## config.mk

```make
export PLATFORM = sky130hd
export DESIGN_NAME = logic_reduce_acc_flat
export DESIGN_NICKNAME = d
export VERILOG_FILES = /design/src/rtl/logic_reduce_pkg.sv /design/src/rtl/logic_reduce_acc_if.sv /design/src/rtl/logic_reduce_acc_op_core.sv /design/src/rtl/logic_reduce_acc.sv /design/src/flat_wrapper.sv
export SDC_FILE = /design/constraint.sdc
export NUM_CORES = 1
export LEC_CHECK = 0
export CORE_MARGIN = 8
export CORE_UTILIZATION = 51
export DETAILED_ROUTE_END_ITERATION = 10
export PLACE_DENSITY = 0.8
export SLEW_MARGIN = 0
export SYNTH_ARGS = -nofsm -noshare
export SYNTH_HDL_FRONTEND = slang
export SYNTH_SLANG_ARGS = --single-unit
```

## constraint.sdc

```tcl
create_clock -name clk -period 2.2 [get_ports clk]
set_input_delay 0.44 -clock clk [delete_from_list [all_inputs] [get_ports clk]]
set_output_delay 0.44 -clock clk [all_outputs]
set_load 0.005 [all_outputs]
```

## src/rtl/logic_reduce_pkg.sv

```systemverilog
// Shared op codes, FSM encoding and op decode helpers for the logic reduce accumulator.
package logic_reduce_pkg;

    localparam logic [2:0] OP_AND  = 3'd0;
    localparam logic [2:0] OP_OR   = 3'd1;
    localparam logic [2:0] OP_XOR  = 3'd2;
    localparam logic [2:0] OP_NAND = 3'd3;
    localparam logic [2:0] OP_NOR  = 3'd4;
    localparam logic [2:0] OP_XNOR = 3'd5;

    typedef enum logic [1:0] {
        ST_IDLE = 2'd0,
        ST_ACC  = 2'd1,
        ST_HOLD = 2'd2
    } state_t;

    typedef enum logic [1:0] {
        BASE_AND = 2'd0,
        BASE_OR  = 2'd1,
        BASE_XOR = 2'd2
    } base_op_t;

    function automatic logic is_inverting(input logic [2:0] op);
        return (op == OP_NAND) || (op == OP_NOR) || (op == OP_XNOR);
    endfunction

    function automatic logic is_reserved(input logic [2:0] op);
        return op > OP_XNOR;
    endfunction

    // Reserved codes fall through to AND.
    function automatic base_op_t base_op(input logic [2:0] op);
        base_op_t b;
        case (op)
            OP_OR, OP_NOR:   b = BASE_OR;
            OP_XOR, OP_XNOR: b = BASE_XOR;
            default:         b = BASE_AND;
        endcase
        return b;
    endfunction

endpackage

```

## src/rtl/logic_reduce_acc_if.sv

```systemverilog
// Stream-in / result-out bundle for logic_reduce_acc; slave is the block's view.
interface logic_reduce_acc_if
    import logic_reduce_pkg::*;
#(
    parameter int WIDTH     = 8,
    parameter int MAX_BEATS = 16
);
    localparam int CW = $clog2(MAX_BEATS + 1);

    logic [2:0]       op;
    logic             in_valid;
    logic             in_ready;
    logic [WIDTH-1:0] in_data;
    logic             in_last;
    logic             out_valid;
    logic             out_ready;
    logic [WIDTH-1:0] out_data;
    logic             out_bit;
    logic [CW-1:0]    out_count;
    logic             out_ovf;
    logic             out_err;

    modport master (
        output op, in_valid, in_data, in_last, out_ready,
        input  in_ready, out_valid, out_data, out_bit, out_count, out_ovf, out_err
    );

    modport slave (
        input  op, in_valid, in_data, in_last, out_ready,
        output in_ready, out_valid, out_data, out_bit, out_count, out_ovf, out_err
    );

endinterface

```

## src/rtl/logic_reduce_acc_op_core.sv

```systemverilog
// Combinational two-operand bitwise gate over the base (non-inverting) op.
module logic_op_core
    import logic_reduce_pkg::*;
#(
    parameter int WIDTH = 8
) (
    input  base_op_t         base,
    input  logic [WIDTH-1:0] a,
    input  logic [WIDTH-1:0] b,
    output logic [WIDTH-1:0] y
);

    always_comb begin
        y = '0;
        case (base)
            BASE_OR:  y = a | b;
            BASE_XOR: y = a ^ b;
            default:  y = a & b;
        endcase
    end

endmodule

```

## src/rtl/logic_reduce_acc.sv

```systemverilog
// Folds a packet of WIDTH-bit beats with a selectable bitwise op into one result word.
//
//  state   | meaning
//  --------+-------------------------------------------------------------
//  ST_IDLE | waiting for first beat; captures op, data, count=1
//  ST_ACC  | folding further beats; closes on in_last or at MAX_BEATS
//  ST_HOLD | result presented; input stalled until out_ready
module logic_reduce_acc
    import logic_reduce_pkg::*;
#(
    parameter int WIDTH     = 8,
    parameter int MAX_BEATS = 16
) (
    input logic               clk,
    input logic               rst,
    logic_reduce_acc_if.slave bus
);

    localparam int            CW      = $clog2(MAX_BEATS + 1);
    localparam logic [CW-1:0] CNT_MAX = CW'(MAX_BEATS);

    state_t           state;
    state_t           state_nxt;
    logic [WIDTH-1:0] acc;
    logic [WIDTH-1:0] fold;
    logic [WIDTH-1:0] res;
    logic [2:0]       op_q;
    logic [CW-1:0]    cnt;
    logic [CW-1:0]    cnt_inc;
    logic             ovf;
    logic             accept;
    logic             at_max;
    base_op_t         base_q;

    assign accept  = bus.in_valid && (state != ST_HOLD);
    assign cnt_inc = cnt + CW'(1);
    assign at_max  = (cnt_inc == CNT_MAX);
    assign base_q  = base_op(op_q);

    logic_op_core #(.WIDTH(WIDTH)) u_core (
        .base (base_q),
        .a    (acc),
        .b    (bus.in_data),
        .y    (fold)
    );

    always_ff @(posedge clk) begin
        if (rst) state <= ST_IDLE;
        else     state <= state_nxt;
    end

    always_comb begin
        state_nxt = state;
        case (state)
            ST_IDLE: if (accept) state_nxt = bus.in_last ? ST_HOLD : ST_ACC;
            ST_ACC:  if (accept && (bus.in_last || at_max)) state_nxt = ST_HOLD;
            ST_HOLD: if (bus.out_ready) state_nxt = ST_IDLE;
            default: state_nxt = ST_IDLE;
        endcase
    end

    always_ff @(posedge clk) begin
        if (rst) begin
            acc  <= '0;
            op_q <= OP_AND;
            cnt  <= '0;
            ovf  <= 1'b0;
        end else if (accept) begin
            if (state == ST_IDLE) begin
                acc  <= bus.in_data;
                op_q <= bus.op;
                cnt  <= CW'(1);
                ovf  <= 1'b0;
            end else begin
                acc <= fold;
                cnt <= cnt_inc;
                ovf <= at_max && !bus.in_last;
            end
        end
    end

    // Inversion is applied once here, after the whole packet is folded.
    assign res = is_inverting(op_q) ? ~acc : acc;

    always_comb begin
        bus.out_bit = 1'b0;
        case (base_q)
            BASE_OR:  bus.out_bit = |res;
            BASE_XOR: bus.out_bit = ^res;
            default:  bus.out_bit = &res;
        endcase
    end

    assign bus.in_ready  = (state != ST_HOLD);
    assign bus.out_valid = (state == ST_HOLD);
    assign bus.out_data  = res;
    assign bus.out_count = cnt;
    assign bus.out_ovf   = ovf;
    assign bus.out_err   = is_reserved(op_q);

endmodule

```

## src/flat_wrapper.sv

```systemverilog
// flat-port wrapper written by rule: the top's interface ports become plain ports
module logic_reduce_acc_flat import logic_reduce_pkg::*;
#(
    parameter int WIDTH     = 8,
    parameter int MAX_BEATS = 16
)
  (clk, rst, bus_op, bus_in_valid, bus_in_data, bus_in_last, bus_out_ready, bus_in_ready, bus_out_valid, bus_out_data, bus_out_bit, bus_out_count, bus_out_ovf, bus_out_err);
  logic_reduce_acc_if #(.WIDTH(WIDTH), .MAX_BEATS(MAX_BEATS)) bus_i ();
  input logic clk;
  input logic rst;
  input wire logic [$bits(bus_i.op)-1:0] bus_op;
  input wire logic [$bits(bus_i.in_valid)-1:0] bus_in_valid;
  input wire logic [$bits(bus_i.in_data)-1:0] bus_in_data;
  input wire logic [$bits(bus_i.in_last)-1:0] bus_in_last;
  input wire logic [$bits(bus_i.out_ready)-1:0] bus_out_ready;
  output wire logic [$bits(bus_i.in_ready)-1:0] bus_in_ready;
  output wire logic [$bits(bus_i.out_valid)-1:0] bus_out_valid;
  output wire logic [$bits(bus_i.out_data)-1:0] bus_out_data;
  output wire logic [$bits(bus_i.out_bit)-1:0] bus_out_bit;
  output wire logic [$bits(bus_i.out_count)-1:0] bus_out_count;
  output wire logic [$bits(bus_i.out_ovf)-1:0] bus_out_ovf;
  output wire logic [$bits(bus_i.out_err)-1:0] bus_out_err;
  assign bus_i.op = bus_op;
  assign bus_i.in_valid = bus_in_valid;
  assign bus_i.in_data = bus_in_data;
  assign bus_i.in_last = bus_in_last;
  assign bus_i.out_ready = bus_out_ready;
  assign bus_in_ready = bus_i.in_ready;
  assign bus_out_valid = bus_i.out_valid;
  assign bus_out_data = bus_i.out_data;
  assign bus_out_bit = bus_i.out_bit;
  assign bus_out_count = bus_i.out_count;
  assign bus_out_ovf = bus_i.out_ovf;
  assign bus_out_err = bus_i.out_err;
  logic_reduce_acc #(.WIDTH(WIDTH), .MAX_BEATS(MAX_BEATS)) u_core (.clk(clk), .rst(rst), .bus(bus_i));
endmodule
```

* Yosys cells after proc, flatten, opt, wreduce, memory -nomap -nowiden
Cells that the tools add are included.
W data, S select, Z words.
** Word-level totals
- Bits in latches :: 0
- Bits in read-only memories :: 0
- Input port bits :: 16
- Bits in registers :: 19
- Memories kept :: 0
- Output and inout bits :: 18
- RAM bits :: 0
- Word-level logic and storage cells :: 52
** Operators by class
- Div/mod/pow operators :: 0
- Bitwise logic cells :: 4
- Reductions and logical operators :: 15
- Eq/ne operators :: 14
- Magnitude comparators :: 1
- Muxes and demuxes :: 12
- Shifts and indexed selects :: 0
- Multipliers :: 0
- Add/subtract/negate cells :: 1
** Operators with widths (count)
- $mux W8 :: 2
- $pmux W8 S2 :: 1
- $and A8 B8 Y8 :: 1
- $mux W2 :: 4
- $not A8 Y8 :: 1
- $or A8 B8 Y8 :: 1
- $reduce_and A8 Y1 :: 1
- $reduce_or A8 Y1 :: 1
- $reduce_xor A8 Y1 :: 1
- $xor A8 B8 Y8 :: 1
- $eq A3 B2 Y1 const B :: 2
- $eq A3 B3 Y1 const B :: 2
- $pmux W2 S3 :: 1
- $add A5 B1 Y5 const B :: 1
- $eq A5 B5 Y1 const B :: 1
- $mux W5 :: 1
- $eq A2 B1 Y1 const B :: 2
- $eq A2 B2 Y1 const B :: 2
- $ne A2 B1 Y1 const B :: 2
- $ne A2 B2 Y1 const B :: 2
- $pmux W2 S2 :: 1
- $reduce_or A2 Y1 :: 2
- $eq A3 B1 Y1 const B :: 1
- $gt A3 B3 Y1 const B :: 1
- other kinds (8) :: 12

* Longest topological paths before layout
- Depth after elaboration :: 6
- Gate-level depth with buffers :: 10
- Depth with buffers taken out :: 9

* Cells and area by module
A second synthesis with hierarchy kept.
** Second synthesis, totals
- Cells, all modules :: 226
- Area total of the unflattened synthesis :: 1695.4 sq um
** Modules (own cells, without submodules)
- logic_reduce_acc :: instances 1, seq. area each 380.4 sq um, area each 1213.7 sq um, cells an instance 156
- logic_op_core :: instances 1, seq. area each 0.0 sq um, area each 481.7 sq um, cells an instance 70

* Least setup slack after synthesis
Ideal clock, no wire load.
- Kind :: register -> output
- From :: register u_core.op_q[0]
- To :: output port bus_out_bit
- Arrival time :: 1666 ps
- Path buffers :: 2
- Required time :: 1760 ps
- Path slack :: 94 ps
- Stages on the path, launching flop included :: 8
- Cell sequence :: dfxtp_1 -> xor2_1 -> nand2b_1 -> ha_1 -> clkbuf_1 -> clkbuf_1 -> a211oi_1 -> a311oi_2
** On the way
- Cells in the longest elaborated chain, start to end :: 6
- Elaborated cells between the ends (all ways) :: 17
- Classes of those cells :: eq/ne: 7; mux: 3; reduce/logical: 7
** Ends and longest elaborated chain
- start, declared :: RTL line logic_reduce_acc.sv:27 : logic [2:0] op_q;
- start signal, assigned :: RTL line logic_reduce_acc.sv:71 : op_q <= bus.op;
- $eq A3 B2 Y1 or $eq A3 B3 Y1 (tied branches) :: RTL line logic_reduce_pkg.sv:24, logic_reduce_pkg.sv:34
- $logic_or A1 B1 Y1 (2 in series) :: RTL line logic_reduce_pkg.sv:24 : return (op == OP_NAND) || (op == OP_NOR) || (op == OP_XNOR);
- $mux W8 :: RTL line logic_reduce_acc.sv:83 : assign res = is_inverting(op_q) ? ~acc : acc;
- $reduce_and A8 Y1, or another cell as far along :: RTL line logic_reduce_acc.sv:90 : default: bus.out_bit = &res;
- $pmux W1 S2 * :: RTL line logic_reduce_acc.sv:87 : case (base_q)
- end, declared :: RTL line flat_wrapper.sv:19 : output wire logic [$bits(bus_i.out_bit)-1:0] bus_out_bit;
Mark *: on every way between the ends. The rest lies on a longest branch, timed or not.

* Worst setup path after layout
- From :: register u_core.acc[2]
- To :: output port bus_out_bit
** On the way
- Cells in the longest elaborated chain, start to end :: 4
- Elaborated cells between the ends (all ways) :: 6
- Classes of those cells :: mux: 2; bitwise: 1; reduce/logical: 3
** Ends and longest elaborated chain
- start, declared :: RTL line logic_reduce_acc.sv:24 : logic [WIDTH-1:0] acc;
- start signal, assigned :: RTL line logic_reduce_acc.sv:70 : acc <= bus.in_data;
- start signal, assigned :: RTL line logic_reduce_acc.sv:75 : acc <= fold;
- $not A8 Y8 :: RTL line logic_reduce_acc.sv:83
- $mux W8 * :: RTL line logic_reduce_acc.sv:83
- $reduce_and A8 Y1, or another cell as far along :: RTL line logic_reduce_acc.sv:90
- $pmux W1 S2 * :: RTL line logic_reduce_acc.sv:87
Marks and branches as above.

==> run_results.csv <==
group,metric,value,unit
outcome,status,"complete, but fails checks",
outcome,violations,"setup timing",
cts,cts_root_buf,"clkbuf_4",
worst_setup_path,rr_endpoint,"u_core.acc[7]",
die,rows,20,
route,postRouteAntennaNets,0,
yosys,synth-edff-count,0,
die,fp.dieH,72.2,um
worst_setup_path,crit_arrival,1.96,ns
global_routing,grt_first_pass_wirelength,7.06,mm
finish,layout-drive-gt1-share,18.7,%
power_and_ir_drop,ir_drop,413,uV
global_routing,grtUsageTotal,16.0,%
worst_setup_path,worst-path-max-fanout,2,
die,die_w,72.2,um
sta,tightest_slew,0.617,ns
sta,post-route-period-util,109,%
yosys,synth_seq_cells,19,
worst_setup_path,crit_type,"flop to primary output",
cts,clkLatencyLatePin,0.31,ns
yosys,ys_async_sr_fraction,0,%
sta,finalSetupTns,-0.196,ns
worst_setup_path,cp_cell_sequence,"or4_4 -> nor4_4 -> mux2_4 -> nor2_4 -> a311oi_2 -> buf_2",
route,post_drt_wl_per_cell,13.6,um
yosys,ys_types,34,
worst_setup_path,reg2reg_slack,0.20,ns
worst_setup_path,critPathBufInv,1,
finish,layout_common_cells,"nor2_1, buf_4, clkdlybuf4s50_1, inv_1",
worst_setup_path,critical_path.max_stage_delay,0.54,ns
power_and_ir_drop,p_leak,0.961,nW
global_routing,grt.overflow.total,0,
route,drc,0,
worst_setup_path,start_kind,"flop",
route,vias_per_cell,5.24,
yosys,avgSynthCellArea,7.41,um^2
finish,fillers,251,
route,dr.pass1.iters,4,
route,via_count,1635,
worst_setup_path,worst_path_max_delay_cell,"or4_4",
worst_hold_path,whs_endpoint,"u_core.op_q[0]",
sta,skew,0.00314,ns
die,start_util,53.1,%
worst_setup_path,reg2reg_depth,9,
finish,nets,304,
finish,areaGrowthSynthToFinish,37.2,%
yosys,seq_area_frac_synth,23.6,%
route,drt_iter0_drc,66,
finish,mostFrequentLayoutCell,"nor2_1",
yosys,yosysWarnings,0,
sta,rsz0062_at_grt,"true",
sta,min_period,2.40,ns
cts,cts_tree,"built",
worst_hold_path,whs_path_depth,2,
sta,max_clock_freq,417,MHz
finish,utilization,72.9,%
die,core-area,3030,um^2
cts,cts-buffers-inserted,3,
sta,max-slew-margin-rel,58.8,%
finish,diodes,0,
placement,dp_hpwl,3.09,mm
worst_setup_path,reg2reg_from,"u_core.op_q[2]",
global_routing,grt_max_degree,17,
cts,h-tree-depth,1,
route,finalWirelength,4.23,mm
sta,fin_hold_ws,0.499,ns
yosys,syn_area,1610,um^2
die,dieArea,5210,um^2
placement,post-place-ws,-0.237,ns
worst_setup_path,cp_data_required_time,1.76,ns
yosys,synth_ff_type,"dfxtp_1",
sta,drv_slew,0,
worst_hold_path,hp-start,"u_core.op_q[0]",
die,io_pins,34,
placement,place_area,2110,um^2
placement,gp_congestion,0.820,
cts,cts.sinks,19,
worst_hold_path,hold_path_class,"flop to flop",
global_routing,grt_pass1_vias,1631,
worst_setup_path,crit_family,"simple AND/OR/NAND/NOR gates",
power_and_ir_drop,powerDensity,472,nW/um^2
cts,path_clk_slew,0.11,ns
sta,setup_viol,1,
sta,finalWorstSetupSlack,-0.196,ns
global_routing,antenna_found_initial,0,
yosys,synth_nets,252,
yosys,syn_inst,217,
cts,clockBufferDepth,2,
run,drv_cap,0,
worst_setup_path,cp-end-kind,"primary output",
placement,io_buffers,33,
finish,fin_area,2210,um^2
sta,hold_viol_final,0,
==> registers in the layout, summed over array words and instances (netlist names) <==
name                  count
u_core.acc                8
u_core.bus.out_count      5
u_core.bus.out_ovf        1
u_core.op_q               3
u_core.state              2
==> stage by stage <==
step	power (W)	instances
floorplan	0.000649	217
global placement	0.000835	304
detailed placement	0.000845	304
CTS	0.00103	311
global route	0.00112	312
finish	0.00104	312
==> cell usage after synthesis (2+ instances only) <==
| library cell | count | area, um^2 |
|---|---|---|
| nor4_1 | 7 | 43.8 |
| inv_2 | 3 | 11.3 |
| nand2b_1 | 9 | 56.3 |
| ha_1 | 19 | 238 |
| nand4_1 | 2 | 12.5 |
| clkbuf_1 | 10 | 37.5 |
| xnor2_1 | 15 | 131 |
| xor2_1 | 3 | 26.3 |
| a211oi_1 | 11 | 82.6 |
| nor2_1 | 32 | 120 |
| nand3_1 | 6 | 30.0 |
| nor3_1 | 3 | 15.0 |
| a221oi_1 | 2 | 17.5 |
| inv_1 | 20 | 75.1 |
| a22oi_1 | 8 | 60.1 |
| dfxtp_1 | 19 | 380 |
| o21ai_0 | 2 | 10.0 |
| nand2_1 | 19 | 71.3 |
| a21oi_1 | 12 | 60.1 |
==> timing repair <==
| item | in CTS | in global routing |
|---|---|---|
| buffers inserted | 3 | 1 |
| gates resized for setup | 26 | 8 |
| pin swaps | 5 | 3 |
| setup endpoints to repair | 9 | 7 |
| hold buffers | 0 | 0 |
==> worst max-delay path by stage <==
| stage | start | end | slack [ns] | cells past startpoint |
|---|---|---|---|---|
| finish | u_core.acc[2] | bus_out_bit | -0.20 | 6 |
| global route | u_core.op_q[2] | bus_out_bit | -0.27 | 7 |
| CTS | u_core.acc[5] | bus_out_bit | -0.29 | 6 |
| detailed placement | u_core.op_q[2] | bus_out_bit | -0.24 | 9 |
| global placement | u_core.acc[2] | bus_out_bit | -0.21 | 6 |
| floorplan | u_core.op_q[0] | bus_out_bit | 0.09 | 7 |
==> cell families after synthesis <==
logic type               share of synthesized area, %
AO/OA/AOI/OAI                                    17.7
XOR/XNOR                                         9.80
adder cells (fa/ha/maj)                          14.8
multiplexers                                     1.32
flip-flops                                       23.6
AND/OR/NAND/NOR                                  24.1
buffers and inverters                            8.63
==> area by class of cell <==
| type | instances | area (um^2) | share of cell area [%] |
|---|---|---|---|
| clock inverters | 1 | 5.00 | 0.227 |
| repair buffers | 59 | 513 | 23.2 |
| flip-flops and latches | 19 | 387 | 17.5 |
| multi-input cells | 163 | 1140 | 51.6 |
| clock buffers | 3 | 22.5 | 1.02 |
| inverters | 23 | 86.3 | 3.91 |
| well taps | 44 | 55.1 | 2.49 |
==> report_power, final <==
part | leakage (nW) | internal, W | total, W | switching, W
combinational | 0.785 | 0.000237 | 0.000468 | 0.000231
clock | 0.0177 | 0.0000680 | 0.000184 | 0.000116
sequential | 0.158 | 0.000367 | 0.000391 | 0.0000237
==> routing by layer <==
metal	vias to the layer above	share of wire [%]	track usage, %
met5	-	0	0
met4	0	0.47	2.95
met3	4	4.1	3.17
met2	35	51	28.8
met1	756	45	19.2
li1	840	-	-
==> tightest hold or removal path: cells and delay by family (launching register included) <==
family	cells	cell delay, ns
simple gates	1	0.06
flops	1	0.36
compound gates	1	0.05
(Power assumes the default switching activity.)
